### src/rtl/axis_rotate_arb_pkg.sv
// axis_rot_pkg: definitions shared by the rotate-arbiter slice.
//   - tuser field layout of the rotate-control word
//   - FSM state type of the packet arbiter
//   - amt_mod(): folds a byte rotate amount into one data word
package axis_rot_pkg;

    // tuser layout; the direction bit sits at the top of the word
    localparam int unsigned AMT_LSB = 0;
    localparam int unsigned AMT_W   = 4;
    localparam int unsigned SRC_LSB = 4;
    localparam int unsigned SRC_W   = 3;

    function automatic int unsigned dir_bit(input int unsigned tuser_width);
        return tuser_width - 1;
    endfunction

    typedef enum logic {
        IDLE = 1'b0,
        PASS = 1'b1
    } arb_state_e;

    // Rotating by a whole word is a no-op, so the engine only ever sees 0..bpw-1
    function automatic logic [AMT_W-1:0] amt_mod(input logic [AMT_W-1:0] amt,
                                                 input int unsigned     bpw);
        return AMT_W'(32'(amt) % bpw);
    endfunction

endpackage

### src/rtl/axis_rotate_arb_if.sv
// axis_rotate_arb_if: AXI-Stream bundle, N lanes side by side.
//   tdata  N*DW  lane i at [i*DW +: DW]
//   tvalid N     per-lane valid
//   tready N     per-lane ready
//   tlast  N     per-lane end of packet
//   tuser  UW    sideband (driven only on the master side)
// master modport: the producer; slave modport: the consumer.
interface axis_rotate_arb_if #(
    parameter int unsigned N  = 1,
    parameter int unsigned DW = 32,
    parameter int unsigned UW = 8
) ();
    logic [N*DW-1:0] tdata;
    logic [N-1:0]    tvalid;
    logic [N-1:0]    tready;
    logic [N-1:0]    tlast;
    logic [UW-1:0]   tuser;

    modport master (output tdata, output tvalid, output tlast, output tuser, input tready);
    modport slave  (input tdata, input tvalid, input tlast, output tready);
endinterface

### src/rtl/axis_rotate_arb_rr_arbiter.sv
// rr_arbiter: combinational round-robin pick.
//   req_i   NUM_PORTS  request vector
//   last_i  IDX_W      index of the port granted last
//   gnt_o   NUM_PORTS  one-hot winner (0 when no request)
//   idx_o   IDX_W      winner index
//   any_o   1          at least one request
// Search starts at last_i+1 and wraps. With AXIS_ROT_ARB_PRIO_EN defined,
// port 0 wins whenever it requests; the others stay round-robin.
import axis_rot_pkg::*;

module rr_arbiter #(
    parameter int unsigned NUM_PORTS = 4,
    parameter int unsigned IDX_W     = 2
) (
    input  logic [NUM_PORTS-1:0] req_i,
    input  logic [IDX_W-1:0]     last_i,
    output logic [NUM_PORTS-1:0] gnt_o,
    output logic [IDX_W-1:0]     idx_o,
    output logic                 any_o
);

`ifdef AXIS_ROT_ARB_PRIO_EN
    localparam bit PRIO0 = 1'b1;
`else
    localparam bit PRIO0 = 1'b0;
`endif

    logic             found;
    logic [IDX_W-1:0] cand;

    always_comb begin
        gnt_o = '0;
        idx_o = '0;
        any_o = |req_i;
        found = 1'b0;
        cand  = '0;
        if (PRIO0 && req_i[0]) begin
            gnt_o[0] = 1'b1;
            found    = 1'b1;
        end
        // i runs 1..NUM_PORTS so the last granted port is checked last
        for (int unsigned i = 1; i <= NUM_PORTS; i++) begin
            cand = IDX_W'((32'(last_i) + i) % NUM_PORTS);
            if (!found && req_i[cand]) begin
                found       = 1'b1;
                gnt_o[cand] = 1'b1;
                idx_o       = cand;
            end
        end
    end

endmodule

### src/rtl/axis_rotate_arb.sv
// axis_rotate_arb: packet-level arbiter in front of the byte-rotate engine.
//   aclk, aresetn  clock, synchronous active-low reset
//   s_axis         NUM_PORTS requesting streams (slave modport)
//   m_axis         registered output stream to the engine (master modport);
//                  tuser = {dir, 0.., src[2:0], amount[3:0]}
//   cfg_amount     per-port rotate amount (4 bits each), sampled at grant
//   cfg_dir        per-port direction, 0 = left, 1 = right, sampled at grant
//   grant          one-hot granted port, 0 when idle
//   busy           high while a packet is being passed
// One port owns the datapath from grant until its tlast beat is accepted.
// Optional: AXIS_ROT_ARB_PRIO_EN gives port 0 strict priority.
import axis_rot_pkg::*;

module axis_rotate_arb #(
    parameter int unsigned NUM_PORTS   = 4,
    parameter int unsigned DATA_WIDTH  = 32,
    parameter int unsigned TUSER_WIDTH = 8
) (
    input  logic                     aclk,
    input  logic                     aresetn,
    axis_rotate_arb_if.slave         s_axis,
    axis_rotate_arb_if.master        m_axis,
    input  logic [NUM_PORTS*4-1:0]   cfg_amount,
    input  logic [NUM_PORTS-1:0]     cfg_dir,
    output logic [NUM_PORTS-1:0]     grant,
    output logic                     busy
);

    localparam int unsigned BPW     = DATA_WIDTH / 8;
    localparam int unsigned IDX_W   = (NUM_PORTS > 1) ? $clog2(NUM_PORTS) : 1;
    localparam int unsigned DIR_BIT = dir_bit(TUSER_WIDTH);

    arb_state_e             state_q;
    logic [IDX_W-1:0]       win_q;
    logic [IDX_W-1:0]       last_q;
    logic [NUM_PORTS-1:0]   grant_q;
    logic [AMT_W-1:0]       amt_q;
    logic                   dir_q;
    logic [DATA_WIDTH-1:0]  m_data_q;
    logic [TUSER_WIDTH-1:0] m_user_q;
    logic                   m_valid_q;
    logic                   m_last_q;

    logic [NUM_PORTS-1:0]   arb_gnt;
    logic [IDX_W-1:0]       arb_idx;
    logic                   arb_any;

    logic                   stage_free;
    logic                   accept;
    logic                   win_last;
    logic [DATA_WIDTH-1:0]  win_data;
    logic [NUM_PORTS-1:0]   s_ready;
    logic [TUSER_WIDTH-1:0] user_d;

    rr_arbiter #(
        .NUM_PORTS (NUM_PORTS),
        .IDX_W     (IDX_W)
    ) u_rr_arbiter (
        .req_i  (s_axis.tvalid),
        .last_i (last_q),
        .gnt_o  (arb_gnt),
        .idx_o  (arb_idx),
        .any_o  (arb_any)
    );

    always_comb begin
        // Output stage can take a beat if empty or being emptied this cycle
        stage_free = ~m_valid_q | m_axis.tready;
        win_last   = s_axis.tlast[win_q];
        win_data   = s_axis.tdata[win_q*DATA_WIDTH +: DATA_WIDTH];
        s_ready    = '0;
        if (state_q == PASS) begin
            s_ready[win_q] = stage_free;
        end
        accept = (state_q == PASS) & s_axis.tvalid[win_q] & stage_free;

        user_d                    = '0;
        user_d[DIR_BIT]           = dir_q;
        user_d[AMT_LSB +: AMT_W]  = amt_q;
        user_d[SRC_LSB +: SRC_W]  = SRC_W'(win_q);
    end

    always_ff @(posedge aclk) begin
        if (!aresetn) begin
            state_q   <= IDLE;
            win_q     <= '0;
            last_q    <= IDX_W'(NUM_PORTS - 1);
            grant_q   <= '0;
            amt_q     <= '0;
            dir_q     <= 1'b0;
            m_data_q  <= '0;
            m_user_q  <= '0;
            m_valid_q <= 1'b0;
            m_last_q  <= 1'b0;
        end else begin
            case (state_q)
                IDLE: begin
                    if (arb_any) begin
                        state_q <= PASS;
                        win_q   <= arb_idx;
                        grant_q <= arb_gnt;
                        amt_q   <= amt_mod(cfg_amount[{arb_idx, 2'b00} +: 4], BPW);
                        dir_q   <= cfg_dir[arb_idx];
                    end
                end
                PASS: begin
                    if (accept && win_last) begin
                        state_q <= IDLE;
                        last_q  <= win_q;
                        grant_q <= '0;
                    end
                end
                default: state_q <= IDLE;
            endcase

            // Output register drains on its own once the packet has ended
            if (accept) begin
                m_valid_q <= 1'b1;
                m_data_q  <= win_data;
                m_last_q  <= win_last;
                m_user_q  <= user_d;
            end else if (m_axis.tready) begin
                m_valid_q <= 1'b0;
            end
        end
    end

    assign s_axis.tready = s_ready;
    assign m_axis.tdata  = m_data_q;
    assign m_axis.tuser  = m_user_q;
    assign m_axis.tvalid = m_valid_q;
    assign m_axis.tlast  = m_last_q;
    assign grant         = grant_q;
    assign busy          = (state_q == PASS);

endmodule

### src/flat_wrapper.sv
// flat-port wrapper written by rule: the top's interface ports become plain ports
module axis_rotate_arb_flat 
#(
    parameter int unsigned NUM_PORTS   = 4,
    parameter int unsigned DATA_WIDTH  = 32,
    parameter int unsigned TUSER_WIDTH = 8
)
  (aclk, aresetn, cfg_amount, cfg_dir, grant, busy, s_axis_tdata, s_axis_tvalid, s_axis_tlast, s_axis_tready, m_axis_tdata, m_axis_tvalid, m_axis_tlast, m_axis_tuser, m_axis_tready);
  axis_rotate_arb_if #(.N(4), .DW(32), .UW(8)) s_axis_i ();
  axis_rotate_arb_if #(.N(1), .DW(32), .UW(8)) m_axis_i ();
  input  logic aclk;
  input  logic aresetn;
  input  logic [NUM_PORTS*4-1:0] cfg_amount;
  input  logic [NUM_PORTS-1:0] cfg_dir;
  output logic [NUM_PORTS-1:0] grant;
  output logic busy;
  input wire logic [$bits(s_axis_i.tdata)-1:0] s_axis_tdata;
  input wire logic [$bits(s_axis_i.tvalid)-1:0] s_axis_tvalid;
  input wire logic [$bits(s_axis_i.tlast)-1:0] s_axis_tlast;
  output wire logic [$bits(s_axis_i.tready)-1:0] s_axis_tready;
  output wire logic [$bits(m_axis_i.tdata)-1:0] m_axis_tdata;
  output wire logic [$bits(m_axis_i.tvalid)-1:0] m_axis_tvalid;
  output wire logic [$bits(m_axis_i.tlast)-1:0] m_axis_tlast;
  output wire logic [$bits(m_axis_i.tuser)-1:0] m_axis_tuser;
  input wire logic [$bits(m_axis_i.tready)-1:0] m_axis_tready;
  assign s_axis_i.tdata = s_axis_tdata;
  assign s_axis_i.tvalid = s_axis_tvalid;
  assign s_axis_i.tlast = s_axis_tlast;
  assign s_axis_tready = s_axis_i.tready;
  assign m_axis_tdata = m_axis_i.tdata;
  assign m_axis_tvalid = m_axis_i.tvalid;
  assign m_axis_tlast = m_axis_i.tlast;
  assign m_axis_tuser = m_axis_i.tuser;
  assign m_axis_i.tready = m_axis_tready;
  axis_rotate_arb #(.NUM_PORTS(NUM_PORTS), .DATA_WIDTH(DATA_WIDTH), .TUSER_WIDTH(TUSER_WIDTH)) u_core (.aclk(aclk), .aresetn(aresetn), .s_axis(s_axis_i), .m_axis(m_axis_i), .cfg_amount(cfg_amount), .cfg_dir(cfg_dir), .grant(grant), .busy(busy));
endmodule
### config.mk
export PLATFORM = sky130hd
export DESIGN_NAME = axis_rotate_arb_flat
export DESIGN_NICKNAME = d
export VERILOG_FILES = /design/src/rtl/axis_rotate_arb_pkg.sv /design/src/rtl/axis_rotate_arb_if.sv /design/src/rtl/axis_rotate_arb_rr_arbiter.sv /design/src/rtl/axis_rotate_arb.sv /design/src/flat_wrapper.sv
export SDC_FILE = /design/constraint.sdc
export NUM_CORES = 1
export LEC_CHECK = 0
export CORE_UTILIZATION = 40
export DETAILED_ROUTE_END_ITERATION = 7
export GPL_TIMING_DRIVEN = 1
export PLACE_DENSITY = 0.84
export SYNTH_ARGS = -nofsm -noshare
export SYNTH_HDL_FRONTEND = slang
export SYNTH_HIERARCHICAL = 1
export SYNTH_SLANG_ARGS = --single-unit
### constraint.sdc
create_clock -name aclk -period 8.2 [get_ports aclk]
set_clock_uncertainty 0.1 [all_clocks]
set_input_delay 1.64 -clock aclk [delete_from_list [all_inputs] [get_ports aclk]]
set_output_delay 1.64 -clock aclk [all_outputs]
set_load 0.01 [all_outputs]
# --- Word-level counts from Yosys, hierarchy flattened ---
# Index checks and enable logic that the tools add are counted.
classes:
  n_addsub: 4
  order_cmp: 11
  n_eq_ne: 2
  shifts: 2
  mux: 44
  bitwise_logic: 9
  n_reduce_logical: 17
ops:
  columns: ["operator", "count"]
  rows:
  - ["$shiftx A128 B8 Y32", 1]
  - ["$mux W4", 7]
  - ["$mux W1", 19]
  - ["$lt A2 B3 Y1 const B", 6]
  - ["$shiftx A16 B5 Y2", 1]
  - ["$bmux W1 S2", 7]
  - ["$or A4 B4 Y4", 3]
  - ["$demux W1 S2", 5]
  - ["$ge A2 B1 Y1 const B", 5]
  - ["$logic_and A1 B1 Y1", 9]
  - ["$mux W2", 4]
  - ["$pmux W4 S2", 1]
  - ["$reduce_and A2 Y1", 3]
  - ["$add A2 B1 Y2 const B", 2]
  - ["$add A2 B2 Y2 const B", 2]
  - ["$and A4 B4 Y4", 1]
  - ["$reduce_or A4 Y1", 1]
  - ["$logic_not A1 Y1", 3]
  - ["$and A1 B1 Y1", 2]
  - ["$ne A2 B1 Y1 const B", 1]
  - ["$ne A2 B2 Y1 const B", 1]
  - ["$not A1 Y1", 2]
  - ["$pmux W1 S2", 1]
  - ["$reduce_bool A2 Y1", 1]
  - ["$or A1 B1 Y1", 1]
word_totals:
  regBits: 51
  input_bits: 159

# --- Longest topological paths before layout ---
logic_depth:
  ltp_word: 15
  depth_mapped: 11
  ltp_nobuf: 9

# --- By module ---
# The synthesis kept the hierarchy.
modules_own_cells:
  columns: ["mod", "n_inst", "cells_each", "area_each_um2"]
  rows:
  - ["axis_rotate_arb", 1, 274, 2890.3]
  - ["rr_arbiter", 1, 70, 540.5]

# --- Least setup slack after synthesis ---
# No wires, ideal clock.
synth_timing:
  kind: "in2out"
  start: "input port m_axis_tready"
  end: "output port s_axis_tready[1]"
  arrival_ns: 2.447
  path_slack_ns: 4.013
  stages: 4
  n_path_buf: 1
  cell_sequence: "nand2b_1 -> clkbuf_1 -> nand2_1 -> nor3b_1"
synth_via:
  elab_chain_len: 3
synth_rtl:
  columns: ["element", "line_no", "source"]
  rows:
  - ["start, declared", "flat_wrapper.sv:25", "input wire logic [$bits(m_axis_i.tready)-1:0] m_axis_tready;"]
  - ["$or A1 B1 Y1", "axis_rotate_arb.sv:68", "stage_free = ~m_valid_q | m_axis.tready;"]
  - ["$and A4 B4 Y4 (no source line)", null, null]
  - ["$mux W4", "axis_rotate_arb.sv:72", "if (state_q == PASS) begin"]
  - ["end, declared", "flat_wrapper.sv:20", "output wire logic [$bits(s_axis_i.tready)-1:0] s_axis_tready;"]
# No other way between the ends.

# --- Worst setup path in the final report ---
# Same ends and word-level chain as after synthesis.

==> results.tsv <==
stage	metric	value	unit
route	wire_per_inst	16.12	um
logic_synthesis	synthesis.area	0.003431	sq mm
worst_hold_path	hold_class	reg2reg	
setup_path	crit_path_end_kind	output pin	
flow_run	maxCapViolCount	0	
global_routing	antenna_found_initial	0	
logic_synthesis	synthArstFlopShare	0	
logic_synthesis	synth.yosys.seq_area_share	0.2976	
clock_network	clk_path_buf_depth	2	
run_status	outcome	finished clean	
setup_path	path_cells	clkdlybuf4s50_1, nand2b_1, nand2_1, nor3b_1, clkdlybuf4s50_1	
place	routabilityCongestion	0.8742	
timing	layout_setup_ws	3.080	ns
floorplan	start_util	0.4155	
route	drt_iter0_markers	78	
power	max-vdd-ir-drop	93.39	uV
clock_network	cts-root-buf	clkbuf_8	
clock_network	clk_pin_slew	0.10	ns
place	pre_cts_slack	3.038	ns
clock_network	clock_latency	0.30	ns
global_routing	grt_pass1_vias	3353	
layout	fin_nets	687	
power	p_leak	1.921	nW
floorplan	die_h	94.61	um
layout	antennaDiodeCount	0	
layout	register_area	0.001023	sq mm
floorplan	dieWidth	94.61	um
logic_synthesis	synth.avg_cell_area	9.973	sq um
layout	layout_common_cells	clkdlybuf4s50_1, nand2_1, dfxtp_1	
timing	worst_pin_slew	0.9919	ns
global_routing	grt_overflow_total	0	
timing	setup_viol	0	
route	ant_nets	0	
layout	layout_commonest_cell	clkdlybuf4s50_1	
route	routed_via_density	5.283	
timing	slew_headroom	0.3388	
timing	setup_tns	0	ns
setup_path	cp.arrival	3.38	ns
route	drcViolationCount	0	
setup_path	cp_slowest_cell	clkdlybuf4s50_1	
setup_path	rrSetupSlack	4.78	ns
timing	final-max-slew-violation-count	0	
clock_network	cts_tree	done	
route	firstDrtPassIters	4	
global_routing	grtUsageTotal	0.2223	
route	postRouteWirelength	10.09	mm
logic_synthesis	yosysUniqueCellTypes	43	
clock_network	cts_made_buffers	5	
setup_path	startpoint_type	primary input	
layout	layout-drive-gt1-share	0.1152	
layout	fillers	649	
layout	area_delta_synth_final	60.07	%
setup_path	path_class	in2out	
setup_path	worstPathRequired	6.46	ns
timing	finalHoldViolCount	0	
clock_network	cts_resized	0	
logic_synthesis	ys_ff_latch	51	
setup_path	cp_max_fo	8	
setup_path	critPathMostFrequentCell	clkdlybuf4s50_1	
route	vias	3307	
global_routing	grt_max_degree	52	
clock_network	numClockSinks	51	
floorplan	num_io_pins	210	
logic_synthesis	synth-edff-count	0	
timing	rsz0062_at_grt	no	
layout	multi_input_area	0.002207	sq mm
power	p_per_area	136.0	mW/mm^2
floorplan	core_area	0.008258	sq mm
clock_network	cts_hold_buf	0	
timing	max_freq	195.3	MHz
logic_synthesis	synthCells	344	
place	place_hpwl	7.849	mm
setup_path	cp_top_family	buffers and inverters	
place	portBuffers	198	
timing	period_share	0.6244	
global_routing	grt_first_pass_wirelength	15.63	mm
clock_network	post-cts-setup-buffers	0	
floorplan	rows	33	
clock_network	h-tree-depth	2	
timing	finalCriticalPeriod	5.120	ns
logic_synthesis	synth-main-ff-cell	dfxtp_1	
setup_path	critical_path.max_stage_delay	0.58	ns
setup_path	path_buf_inv	2	
logic_synthesis	yosys_warnings	6	
floorplan	dieArea	0.008951	sq mm
## synth_stat cells, types with 5 or more instances
cell	number	share of area
a21boi_1	36	0.079
a21boi_0	8	0.018
dfxtp_1	51	0.30
clkbuf_1	12	0.013
ha_1	8	0.029
buf_6	5	0.016
mux4_2	39	0.26
nor2b_1	8	0.015
nand2_1	98	0.11
a22oi_1	5	0.011
buf_2	6	0.0088
buf_4	8	0.018
## worst reg2reg max path: stages (launching register included)
cell	delay (ns)
dfxtp_1	0.76
inv_1	0.29
ha_1	0.59
nor2b_1	0.13
a22oi_1	0.20
o211ai_1	0.10
a21oi_1	0.44
mux4_2	0.56
nand2_1	0.08
a21boi_0	0.07
## power by group
part | total (mW) | internal (mW) | switching (mW)
sequential | 0.294 | 0.268 | 0.0255
clock | 0.183 | 0.100 | 0.0822
combinational | 0.271 | 0.170 | 0.101
total | 0.747 | 0.539 | 0.208
## stage by stage
step                      power (mW)  cells  hold WS [ns]  area, sq um  utilization
after floorplan               0.4447    346        0.3310         3438            -
after global placement        0.5633    618        0.3396         5370       0.6503
after detailed placement      0.5717    618        0.3445         5370       0.6503
after CTS                     0.7551    626        0.3588         5492       0.6650
after global routing          0.7890    626        0.3780         5492       0.6650
final                         0.7470    626        0.3540         5492       0.6650
## worst paths after layout
path                                        startpoint                endpoint  cells past startpoint
worst max-delay path                     m_axis_tready        s_axis_tready[1]                      5
worst min-delay path            u_core/m_axis.tuser[7]  u_core/m_axis.tuser[7]                      2
worst max register to register        u_core/last_q[0]            u_core/dir_q                      9
worst min register to register  u_core/m_axis.tuser[7]  u_core/m_axis.tuser[7]                      2
## logic make-up after synthesis
| kind of cell | count (synthesis) | share of synthesized area |
|---|---|---|
| other | 1 | 0.001093 |
| adder cells (fa/ha/maj) | 8 | 0.02918 |
| AO/OA/AOI/OAI | 74 | 0.1685 |
| flip-flops | 51 | 0.2976 |
| multiplexers | 45 | 0.2743 |
| buffers and inverters | 36 | 0.06127 |
| AND/OR/NAND/NOR | 129 | 0.1681 |
## sequential cells by signal (all words and copies together), names as in the netlist
name	cells
u_core/dir_q	1
u_core/amt_q	2
u_core/grant	4
u_core/m_axis.tlast	1
u_core/m_axis.tdata	32
u_core/m_axis.tuser	5
u_core/m_axis.tvalid	1
u_core/last_q	2
u_core/win_q	2
u_core/busy	1
## per-layer routing
| layer | GRT usage | up-vias | share of wire |
|---|---|---|---|
| li1 | - | 1599 | - |
| met1 | 0.2539 | 1574 | 0.37 |
| met2 | 0.4125 | 116 | 0.54 |
| met3 | 0.03784 | 18 | 0.064 |
| met4 | 0.07828 | 0 | 0.020 |
| met5 | 0 | - | 0 |
## area by class of cell
class	count	share of cell area
timing repair buffer	200	0.3636
tap	105	0.02392
multi-input combinational	259	0.4019
inverter	3	0.002051
clock inverter	2	0.007063
sequential	51	0.1864
clock buffer	6	0.01504
No activity file was read; power rests on OpenSTA's default activity.
